`src/rtl/vga_pkg.sv`:
```
// Shared VGA timing definitions: axis state encoding, standard mode
// constants and the line/frame total helper.
package vga_pkg;

   // Phase of one raster axis (horizontal or vertical)
   typedef enum logic [1:0] {
      ACTIVE,
      FP,
      SYNC,
      BP
   } axis_state_t;

   // 800x480 panel timing (the original fixed driver)
   localparam int unsigned VGA800_H_ACTIVE = 800;
   localparam int unsigned VGA800_H_FP     = 40;
   localparam int unsigned VGA800_H_SYNC   = 88;
   localparam int unsigned VGA800_H_BP     = 48;
   localparam int unsigned VGA800_V_ACTIVE = 480;
   localparam int unsigned VGA800_V_FP     = 13;
   localparam int unsigned VGA800_V_SYNC   = 3;
   localparam int unsigned VGA800_V_BP     = 32;

   // 640x480@60 industry timing
   localparam int unsigned VGA640_H_ACTIVE = 640;
   localparam int unsigned VGA640_H_FP     = 16;
   localparam int unsigned VGA640_H_SYNC   = 96;
   localparam int unsigned VGA640_H_BP     = 48;
   localparam int unsigned VGA640_V_ACTIVE = 480;
   localparam int unsigned VGA640_V_FP     = 10;
   localparam int unsigned VGA640_V_SYNC   = 2;
   localparam int unsigned VGA640_V_BP     = 33;

   // Limits: counters feed 11-bit pixel coordinates
   localparam int unsigned AXIS_MAX_TOTAL = 2048;
   localparam int unsigned PIX_LAT_MAX    = 4;

   // Total clocks (or lines) of one axis period
   function automatic int unsigned axis_total(input int unsigned active,
                                              input int unsigned fp,
                                              input int unsigned sync,
                                              input int unsigned bp);
      return active + fp + sync + bp;
   endfunction

endpackage

```
`src/rtl/vga_axis_counter.sv`:
```
// One raster axis: position counter 0..TOTAL-1 plus the
// ACTIVE -> FP -> SYNC -> BP phase machine. Zero-length porches are skipped.
module vga_axis_counter #(
   parameter int unsigned ACTIVE = 800,
   parameter int unsigned FP     = 40,
   parameter int unsigned SYNC   = 88,
   parameter int unsigned BP     = 48,
   localparam int unsigned TOTAL = vga_pkg::axis_total(ACTIVE, FP, SYNC, BP),
   localparam int unsigned W     = $clog2(TOTAL)
) (
   input  logic                 RESET,
   input  logic                 VGA_CLOCK,
   input  logic                 advance,
   output logic [W-1:0]         count,
   output vga_pkg::axis_state_t state,
   output logic                 wrap
);

   localparam logic [W-1:0] LAST = W'(TOTAL - 1);

   if (ACTIVE == 0 || SYNC == 0) begin : g_bad_len
      $fatal(1, "vga_axis_counter: active and sync lengths must be non-zero");
   end
   if (TOTAL > vga_pkg::AXIS_MAX_TOTAL) begin : g_bad_total
      $fatal(1, "vga_axis_counter: axis total exceeds 2048");
   end

   logic [W-1:0] seg;

   // Last in-state count of a phase; zero-length porches are never entered
   function automatic logic [W-1:0] seg_last(input vga_pkg::axis_state_t s);
      case (s)
         vga_pkg::ACTIVE: seg_last = W'(ACTIVE - 1);
         vga_pkg::FP:     seg_last = W'(FP - 1);
         vga_pkg::SYNC:   seg_last = W'(SYNC - 1);
         default:         seg_last = W'(BP - 1);
      endcase
   endfunction

   // Successor phase, skipping any porch of length zero
   function automatic vga_pkg::axis_state_t next_state(input vga_pkg::axis_state_t s);
      case (s)
         vga_pkg::ACTIVE: next_state = (FP != 0) ? vga_pkg::FP : vga_pkg::SYNC;
         vga_pkg::FP:     next_state = vga_pkg::SYNC;
         vga_pkg::SYNC:   next_state = (BP != 0) ? vga_pkg::BP : vga_pkg::ACTIVE;
         default:         next_state = vga_pkg::ACTIVE;
      endcase
   endfunction

   // Position counter and phase machine, stepping only when advanced
   always_ff @(posedge VGA_CLOCK or posedge RESET) begin
      if (RESET) begin
         count <= '0;
         seg   <= '0;
         state <= vga_pkg::ACTIVE;
      end else if (advance) begin
         count <= (count == LAST) ? '0 : count + 1'b1;
         if (seg == seg_last(state)) begin
            seg   <= '0;
            state <= next_state(state);
         end else begin
            seg <= seg + 1'b1;
         end
      end
   end

   // Wrap strobe: this advance takes the counter back to zero
   always_comb begin
      wrap = advance && (count == LAST);
   end

endmodule

```
`src/rtl/vga_timing_gen.sv`:
```
// Parametrised VGA raster generator: registered pixel-request stage and a
// (PIX_LAT+1)-deep output delay line keeping sync, DE and colour aligned.
module vga_timing_gen
   import vga_pkg::*;
#(
   parameter int unsigned H_ACTIVE = VGA800_H_ACTIVE,
   parameter int unsigned H_FP     = VGA800_H_FP,
   parameter int unsigned H_SYNC   = VGA800_H_SYNC,
   parameter int unsigned H_BP     = VGA800_H_BP,
   parameter int unsigned V_ACTIVE = VGA800_V_ACTIVE,
   parameter int unsigned V_FP     = VGA800_V_FP,
   parameter int unsigned V_SYNC   = VGA800_V_SYNC,
   parameter int unsigned V_BP     = VGA800_V_BP,
   parameter int unsigned HS_POL   = 1,
   parameter int unsigned VS_POL   = 1,
   parameter int unsigned CBITS    = 1,
   parameter int unsigned PIX_LAT  = 1
) (
   input  logic               RESET,
   input  logic               VGA_CLOCK,
   input  logic [3*CBITS-1:0] PIXEL,
   output logic               PIXEL_REQ,
   output logic [10:0]        PIXEL_H,
   output logic [10:0]        PIXEL_V,
   output logic               FRAME_START,
   output logic               LINE_START,
   output logic [CBITS-1:0]   VGA_RED,
   output logic [CBITS-1:0]   VGA_GREEN,
   output logic [CBITS-1:0]   VGA_BLUE,
   output logic               VGA_HS,
   output logic               VGA_VS,
   output logic               VGA_DE
);

   localparam int unsigned H_TOTAL = axis_total(H_ACTIVE, H_FP, H_SYNC, H_BP);
   localparam int unsigned V_TOTAL = axis_total(V_ACTIVE, V_FP, V_SYNC, V_BP);
   localparam int unsigned HW      = $clog2(H_TOTAL);
   localparam int unsigned VW      = $clog2(V_TOTAL);
   localparam logic        HS_LVL  = 1'(HS_POL);
   localparam logic        VS_LVL  = 1'(VS_POL);

   if (PIX_LAT > PIX_LAT_MAX) begin : g_bad_lat
      $fatal(1, "vga_timing_gen: PIX_LAT must be 0..4");
   end
   if (CBITS == 0) begin : g_bad_cbits
      $fatal(1, "vga_timing_gen: CBITS must be non-zero");
   end

   logic [HW-1:0] h_count;
   logic [VW-1:0] v_count;
   axis_state_t   h_state;
   axis_state_t   v_state;
   logic          h_wrap;
   logic          v_wrap_unused;

   vga_axis_counter #(
      .ACTIVE (H_ACTIVE),
      .FP     (H_FP),
      .SYNC   (H_SYNC),
      .BP     (H_BP)
   ) u_h_axis (
      .RESET     (RESET),
      .VGA_CLOCK (VGA_CLOCK),
      .advance   (1'b1),
      .count     (h_count),
      .state     (h_state),
      .wrap      (h_wrap)
   );

   vga_axis_counter #(
      .ACTIVE (V_ACTIVE),
      .FP     (V_FP),
      .SYNC   (V_SYNC),
      .BP     (V_BP)
   ) u_v_axis (
      .RESET     (RESET),
      .VGA_CLOCK (VGA_CLOCK),
      .advance   (h_wrap),
      .count     (v_count),
      .state     (v_state),
      .wrap      (v_wrap_unused)
   );

   logic visible;
   logic hs_req;
   logic vs_req;

   // Visible region: both axes in their active phase
   always_comb begin
      visible = (h_state == ACTIVE) && (v_state == ACTIVE);
   end

   // Request stage: coordinates and markers for the current raster position
   always_ff @(posedge VGA_CLOCK or posedge RESET) begin
      if (RESET) begin
         PIXEL_REQ   <= 1'b0;
         PIXEL_H     <= '0;
         PIXEL_V     <= '0;
         FRAME_START <= 1'b0;
         LINE_START  <= 1'b0;
         hs_req      <= 1'b0;
         vs_req      <= 1'b0;
      end else begin
         PIXEL_REQ   <= visible;
         PIXEL_H     <= visible ? 11'(h_count) : '0;
         PIXEL_V     <= visible ? 11'(v_count) : '0;
         FRAME_START <= visible && (h_count == '0) && (v_count == '0);
         LINE_START  <= visible && (h_count == '0);
         hs_req      <= (h_state == SYNC);
         vs_req      <= (v_state == SYNC);
      end
   end

   // Delay line entries hold "asserted" flags; reset clears them to idle
   logic [PIX_LAT:0] de_line;
   logic [PIX_LAT:0] hs_line;
   logic [PIX_LAT:0] vs_line;

   // Output delay line: request-stage flags shifted PIX_LAT+1 clocks
   always_ff @(posedge VGA_CLOCK or posedge RESET) begin
      if (RESET) begin
         de_line <= '0;
         hs_line <= '0;
         vs_line <= '0;
      end else begin
         de_line[0] <= PIXEL_REQ;
         hs_line[0] <= hs_req;
         vs_line[0] <= vs_req;
         for (int unsigned i = 1; i <= PIX_LAT; i++) begin
            de_line[i] <= de_line[i-1];
            hs_line[i] <= hs_line[i-1];
            vs_line[i] <= vs_line[i-1];
         end
      end
   end

   // Request flag aligned with the cycle in which PIXEL answers it
   logic de_tap;
   if (PIX_LAT == 0) begin : g_tap_direct
      // Request flag of the same cycle the client answers in
      always_comb begin
         de_tap = PIXEL_REQ;
      end
   end else begin : g_tap_line
      // Request flag delayed to meet the client's read latency
      always_comb begin
         de_tap = de_line[PIX_LAT-1];
      end
   end

   logic [3*CBITS-1:0] colour;

   // Colour register: capture PIXEL only for requested pixels, else black
   always_ff @(posedge VGA_CLOCK or posedge RESET) begin
      if (RESET) begin
         colour <= '0;
      end else begin
         colour <= de_tap ? PIXEL : '0;
      end
   end

   // Pin drive: tail of the delay line, sync mapped to configured polarity
   always_comb begin
      VGA_DE                         = de_line[PIX_LAT];
      VGA_HS                         = hs_line[PIX_LAT] ^ ~HS_LVL;
      VGA_VS                         = vs_line[PIX_LAT] ^ ~VS_LVL;
      {VGA_RED, VGA_GREEN, VGA_BLUE} = colour;
   end

endmodule

```
`config.mk`:
```
export PLATFORM = sky130hd
export DESIGN_NAME = vga_timing_gen
export DESIGN_NICKNAME = d
export VERILOG_FILES = /design/src/rtl/vga_pkg.sv /design/src/rtl/vga_axis_counter.sv /design/src/rtl/vga_timing_gen.sv
export SDC_FILE = /design/constraint.sdc
export NUM_CORES = 1
export LEC_CHECK = 0
export ABC_AREA = 1
export BUFFER_PORTS_ARGS = -buffer_cell sky130_fd_sc_hd__buf_4
export CORE_UTILIZATION = 34
export CTS_BUF_LIST = sky130_fd_sc_hd__clkbuf_16
export DETAILED_ROUTE_END_ITERATION = 6
export PLACE_DENSITY = 0.48
export SETUP_SLACK_MARGIN = 0.5
export SYNTH_ARGS = -nofsm -noshare
export SYNTH_HDL_FRONTEND = slang
export SYNTH_HIERARCHICAL = 1
export SYNTH_SLANG_ARGS = --single-unit
```
`constraint.sdc`:
```
create_clock -name VGA_CLOCK -period 3.8 [get_ports VGA_CLOCK]
set_clock_uncertainty 0.1 [all_clocks]
set_input_delay 0.76 -clock VGA_CLOCK [delete_from_list [all_inputs] [get_ports VGA_CLOCK]]
set_output_delay 0.76 -clock VGA_CLOCK [all_outputs]
set_load 0.02 [all_outputs]
```
# After elaboration in Yosys (flattened, before gate mapping)
# Index checks and enable logic that the tools add are counted.
[totals] input_bits=5 wordCells=49 regBits=78 out_inout_bits=31
[op_classes] n_eq_ne=8 muxes=12 n_addsub=4 reduce_logical=8
[ops] cell="$mux W10" count=7
[ops] cell="$add A10 B1 Y10 const B" count=4
[ops] cell="$pmux W10 S3" count=1
[ops] cell="$pmux W9 S3" count=1
[ops] cell="$eq A10 B10 Y1" count=2
[ops] cell="$eq A10 B10 Y1 const B" count=2
[ops] cell="$logic_not A10 Y1" count=2
[ops] cell="$pmux W2 S3" count=2
[ops] cell="$eq A2 B1 Y1 const B" count=2
[ops] cell="$eq A2 B2 Y1 const B" count=2
[ops] cell="$logic_not A2 Y1" count=2
[ops] cell="$logic_and A1 B1 Y1" count=3
[ops] cell="$mux W3" count=1
[ops] cell="$reduce_and A2 Y1" count=1

# Depth between registers and ports, before layout
[depth] word_depth=5 mapped_depth=13

# By module
# The synthesis kept the hierarchy.
[by_module_without_submodules] module="vga_axis_counter (u_h_axis)" cells_each=191 area_per_inst_um2=1392.6 n_inst=1
[by_module_without_submodules] module="vga_axis_counter (u_v_axis)" cells_each=178 area_per_inst_um2=1330.0 n_inst=1
[by_module_without_submodules] module="vga_timing_gen" cells_each=116 area_per_inst_um2=1191.1 n_inst=1

# Worst setup path before layout
# Ideal clock, no wire load.
[synth_timing] path_kind="register to register" start="reg u_h_axis.count[0]" end="reg u_v_axis.state[0]" t_arrival_ns=1.679 path_buffers=0 setup_time_ns=0.124 slack_ns=1.897 required_time_ns=3.576 stages_incl_launch_ff=13 path_cell_list="dfrtp_1 > ha_1 > inv_1 > nor2_2 > nand3_2 > nor2_4 > inv_2 > nor2_2 > nand2_1 > nor2_2 > nand2_2 > o21ai_0 > nand2_1"
[synth_via] elab_chain_cells=2
[synth_rtl] item="from (decl)" line="vga_axis_counter.sv:14" text="output logic [W-1:0] count,"
[synth_rtl] item="from (signal assigned)" line="vga_axis_counter.sv:57" text="count <= (count == LAST) ? '0 : count + 1'b1;"
[synth_rtl] item="$eq A10 B10 Y1" line="vga_axis_counter.sv:69" text="wrap = advance && (count == LAST);"
[synth_rtl] item="named net h_wrap" line="vga_timing_gen.sv:53" text="logic h_wrap;"
[synth_rtl] item="$reduce_and A2 Y1 (no line)"
[synth_rtl] item="to (signal assigned)" line="vga_axis_counter.sv:55" text="state <= vga_pkg::ACTIVE;"
[synth_rtl] item="to (signal assigned)" line="vga_axis_counter.sv:60" text="state <= next_state(state);"
[synth_rtl] item="to (decl)" line="vga_axis_counter.sv:15" text="output vga_pkg::axis_state_t state,"
# The timed path passes the listed nets, and every way through them passes these cells.
# A chain may end at the register's enable or synchronous reset.

# Final worst setup path
[layout_timing] start="reg u_h_axis.count[0]" end="reg u_v_axis.seg[6]"
[layout_via] elab_chain_cells=1
[layout_rtl] item="$eq A10 B10 Y1" line="vga_axis_counter.sv:69"
[layout_rtl] item="named net h_wrap" line="vga_timing_gen.sv:53"
[layout_rtl] item="to (signal assigned)" line="vga_axis_counter.sv:62" text="seg <= seg + 1'b1;"
[layout_rtl] item="to (decl)" line="vga_axis_counter.sv:28" text="logic [W-1:0] seg;"
# The timed path passes the listed nets, and every way through them passes these cells.

==> flow_summary_export.csv <==
group,metric,value,unit
final_layout,diodes,0,
clocking,clk_latency,0.33,ns
final_layout,final_nets,546,
die,die_y,109,um
placed_design,dpl.hpwl,5330,um
global_routing,grt_pass1_wl,13000,um
logic_synthesis,yosysTopAreaCellShare,49.9,%
sta,drv_slew,0,
pwr,power_leakage,2.49,nW
drt,drc,0,
global_routing,grt_max_degree,35,
logic_synthesis,yosysTopAreaCell,"dfrtp_1",
run,cap_violations,0,
clocking,hold_buffers,0,
logic_synthesis,avgSynthCellArea,8.07,sq um
clocking,htree_levels,3,
setup_path,cp_max_fo,19,
die,ios,36,
setup_path,cp.required,3.91,ns
die,die_w,109,um
clocking,root_buffer,"clkbuf_16",
drt,viasPerCell,4.31,
clocking,clock-sinks,78,
global_routing,grt_usage,14.3,%
sta,worst_pin_slew,0.907,ns
drt,num_vias,2890,
clocking,clkTransAtPathRegs,0.06,ns
setup_path,end_kind,"flip-flop",
sta,fin_crit,2.40,ns
sta,hold_viol_final,0,
logic_synthesis,synth_cells,485,
worst_hold_path,hold_class,"flip-flop to flip-flop",
setup_path,slowest_delay,0.42,ns
sta,finalCritPeriodShare,63.2,%
global_routing,first_global_vias,2846,
logic_synthesis,ys_seq_area_share,49.9,%
clocking,cts_setup_buffers,0,
clocking,cts_resized,0,
sta,fin_setup_tns,0,ns
drt,drtAntennaViolNets,0,
logic_synthesis,syn_area,0.00391,sq mm
run_status,status,"finished clean",
global_routing,grt_overflow,0,
final_layout,syn_to_final_growth,17.4,%
setup_path,crit_type,"flip-flop to flip-flop",
setup_path,cp-start-kind,"flip-flop",
setup_path,crit_slowest_cell,"dfrtp_1",
clocking,cts_buffers,9,
placed_design,place_area,0.00429,sq mm
drt,dr.pass1.iters,4,
final_layout,final_util,41.7,%
setup_path,arrival,2.51,ns
placed_design,gp_congestion,0.819,
final_layout,final_area,0.00460,sq mm
logic_synthesis,ys.flop_type,"dfrtp_1",
pwr,peakVddDrop,0.229,mV
clocking,clockBufferDepth,2,
setup_path,worst_path_most_repeated_cell,"nor2_2",
final_layout,layout-drive-gt1-share,11.9,%
sta,timing.fmax,417,MHz
logic_synthesis,synth.area.top_cells,"dfrtp_1 50%, nand2_1 9.8%, inv_1 9.2%, nor2_1 7.8%, ha_1 4.5%",
global_routing,antenna_found_initial,0,
die,coreArea,0.0110,sq mm
die,start_util,35.5,%
logic_synthesis,synth_async_sr_flop_share,100,%
sta,finalSetupViolCount,0,
logic_synthesis,synth_seq_cells,78,
logic_synthesis,synth_edf_count,0,
clocking,cts_tree,"built",
logic_synthesis,ys_warn_count,6,
die,die_area,0.0119,sq mm
pwr,power.density,540,mW/mm^2
drt,drt-wirelength-per-cell,11.1,um
setup_path,path_cells,"ha_1, inv_1, nor2_2, nand3_2, nor2_4, inv_2, nor2_2, nand2_1, nor2_2, nand2_2, nor2_8, nor2_1",
sta,rsz0062_at_grt,"no",
logic_synthesis,synth_cell_types,26,
die,row_count,38,
sta,hold_slack,0.246,ns
placed_design,port-buffer-count,33,
sta,maxSlewHeadroom,39.4,%
drt,wl,7460,um
drt,drt_iter0_markers,101,
==> cells in the mapped netlist, types with 3 or more instances <==
master / instances
xnor2_1: 8
a21oi_1: 5
nor3_1: 7
inv_1: 96
nand2_1: 102
dfrtp_1: 78
nor2_1: 81
nand4_1: 12
nand2_2: 5
xor2_1: 13
nand3_1: 27
ha_1: 14
buf_4: 3
o21ai_0: 12
nor2_2: 6
==> path summary, 6_finish.rpt <==
check / from / endpoint / slack (ns) / cells after the start
hold / removal: vs_line[0]$_DFF_PP0_ / vs_line[1]$_DFF_PP0_ / 0.25 / 0
setup reg to reg: u_h_axis/count[0]$_DFFE_PP0P_ / u_v_axis/seg[6]$_DFFE_PP0P_ / 1.40 / 12
min in group asynchronous: RESET / vs_req$_DFF_PP0_ / 0.44 / 3
hold reg to reg: vs_line[0]$_DFF_PP0_ / vs_line[1]$_DFF_PP0_ / 0.25 / 0
max in group asynchronous: RESET / u_h_axis/count[6]$_DFFE_PP0P_ / 2.50 / 2
setup / recovery: u_h_axis/count[0]$_DFFE_PP0P_ / u_v_axis/seg[6]$_DFFE_PP0P_ / 1.40 / 12
==> state kept, by name (all words and copies together), names as in the netlist, 3 cells and up <==
register / cells
PIXEL_H: 10
PIXEL_V: 10
colour: 3
u_h_axis/count: 10
u_h_axis/seg: 10
u_v_axis/count: 10
u_v_axis/seg: 10
==> area by class of cell <==
type | instances | area [sq um]
multi-input cells | 306 | 1540
repair buffers | 34 | 255
clock buffers | 9 | 225
inverters | 98 | 368
clock inverters | 6 | 78.8
flip-flops and latches | 78 | 1950
fillers | 1149 | 6430
well taps | 140 | 175
==> cells in the final DEF (no fill, tap or decap), types with 5 or more instances in the layout <==
cell type | netlist | routed
dfrtp_1 | 78 | 78
nand2_1 | 102 | 102
nor3_1 | 7 | 7
inv_1 | 96 | 97
ha_1 | 14 | 14
nor2_2 | 6 | 6
a21oi_1 | 5 | 5
clkbuf_16 | 0 | 9
nand4_1 | 12 | 12
xnor2_1 | 8 | 8
nand2_2 | 5 | 5
o21ai_0 | 12 | 12
nor2_1 | 81 | 81
nand3_1 | 27 | 27
buf_4 | 3 | 34
conb_1 | 2 | 7
xor2_1 | 13 | 13
==> cell families (layout without fill, tap and decap cells) <==
group | count (synthesis) | count (layout) | synth area share, %
xor+xnor | 21 | 21 | 4.70
simple gates | 245 | 245 | 27.0
flops | 78 | 78 | 49.9
compound gates | 19 | 19 | 2.49
buf+inv | 106 | 147 | 11.2
fa+ha+maj | 14 | 14 | 4.48
other cells | 2 | 7 | 0.192
==> through the flow <==
| stage | setup slack [ns] | power (W) | instances |
|---|---|---|---|
| detailed placement | 1.39 | 0.00161 | 656 |
| finish | 1.40 | 0.00248 | 671 |
| floorplan | 1.90 | 0.00145 | 490 |
| CTS | 1.36 | 0.00251 | 671 |
| global route | 1.12 | 0.00266 | 671 |
| global placement | 1.46 | 0.00161 | 656 |
==> layer usage <==
layer  GRT usage [%]  wire length (um)  vias up
met5               0                 0        -
met4            7.14               162        0
met3            3.02               286       11
met2            21.5              3180       56
met1            19.5              3830     1294
li1                -                 -     1529
==> worst max-delay path: cells and delay by family, from the launching register on <==
kind | cells | cell delay, ns
flip-flops | 1 | 0.42
AND/OR/NAND/NOR | 9 | 1.35
buffers and inverters | 2 | 0.20
adder cells (fa/ha/maj) | 1 | 0.19
==> power by group <==
group | total, W | switching, W | internal (W) | leakage [nW]
sequential | 0.00110 | 0.000138 | 0.000963 | 0.925
clock | 0.000888 | 0.000324 | 0.000564 | 0.148
combinational | 0.000494 | 0.000293 | 0.000202 | 1.41
total | 0.00248 | 0.000754 | 0.00173 | 2.49
No activity file was read; power rests on OpenSTA's default activity.
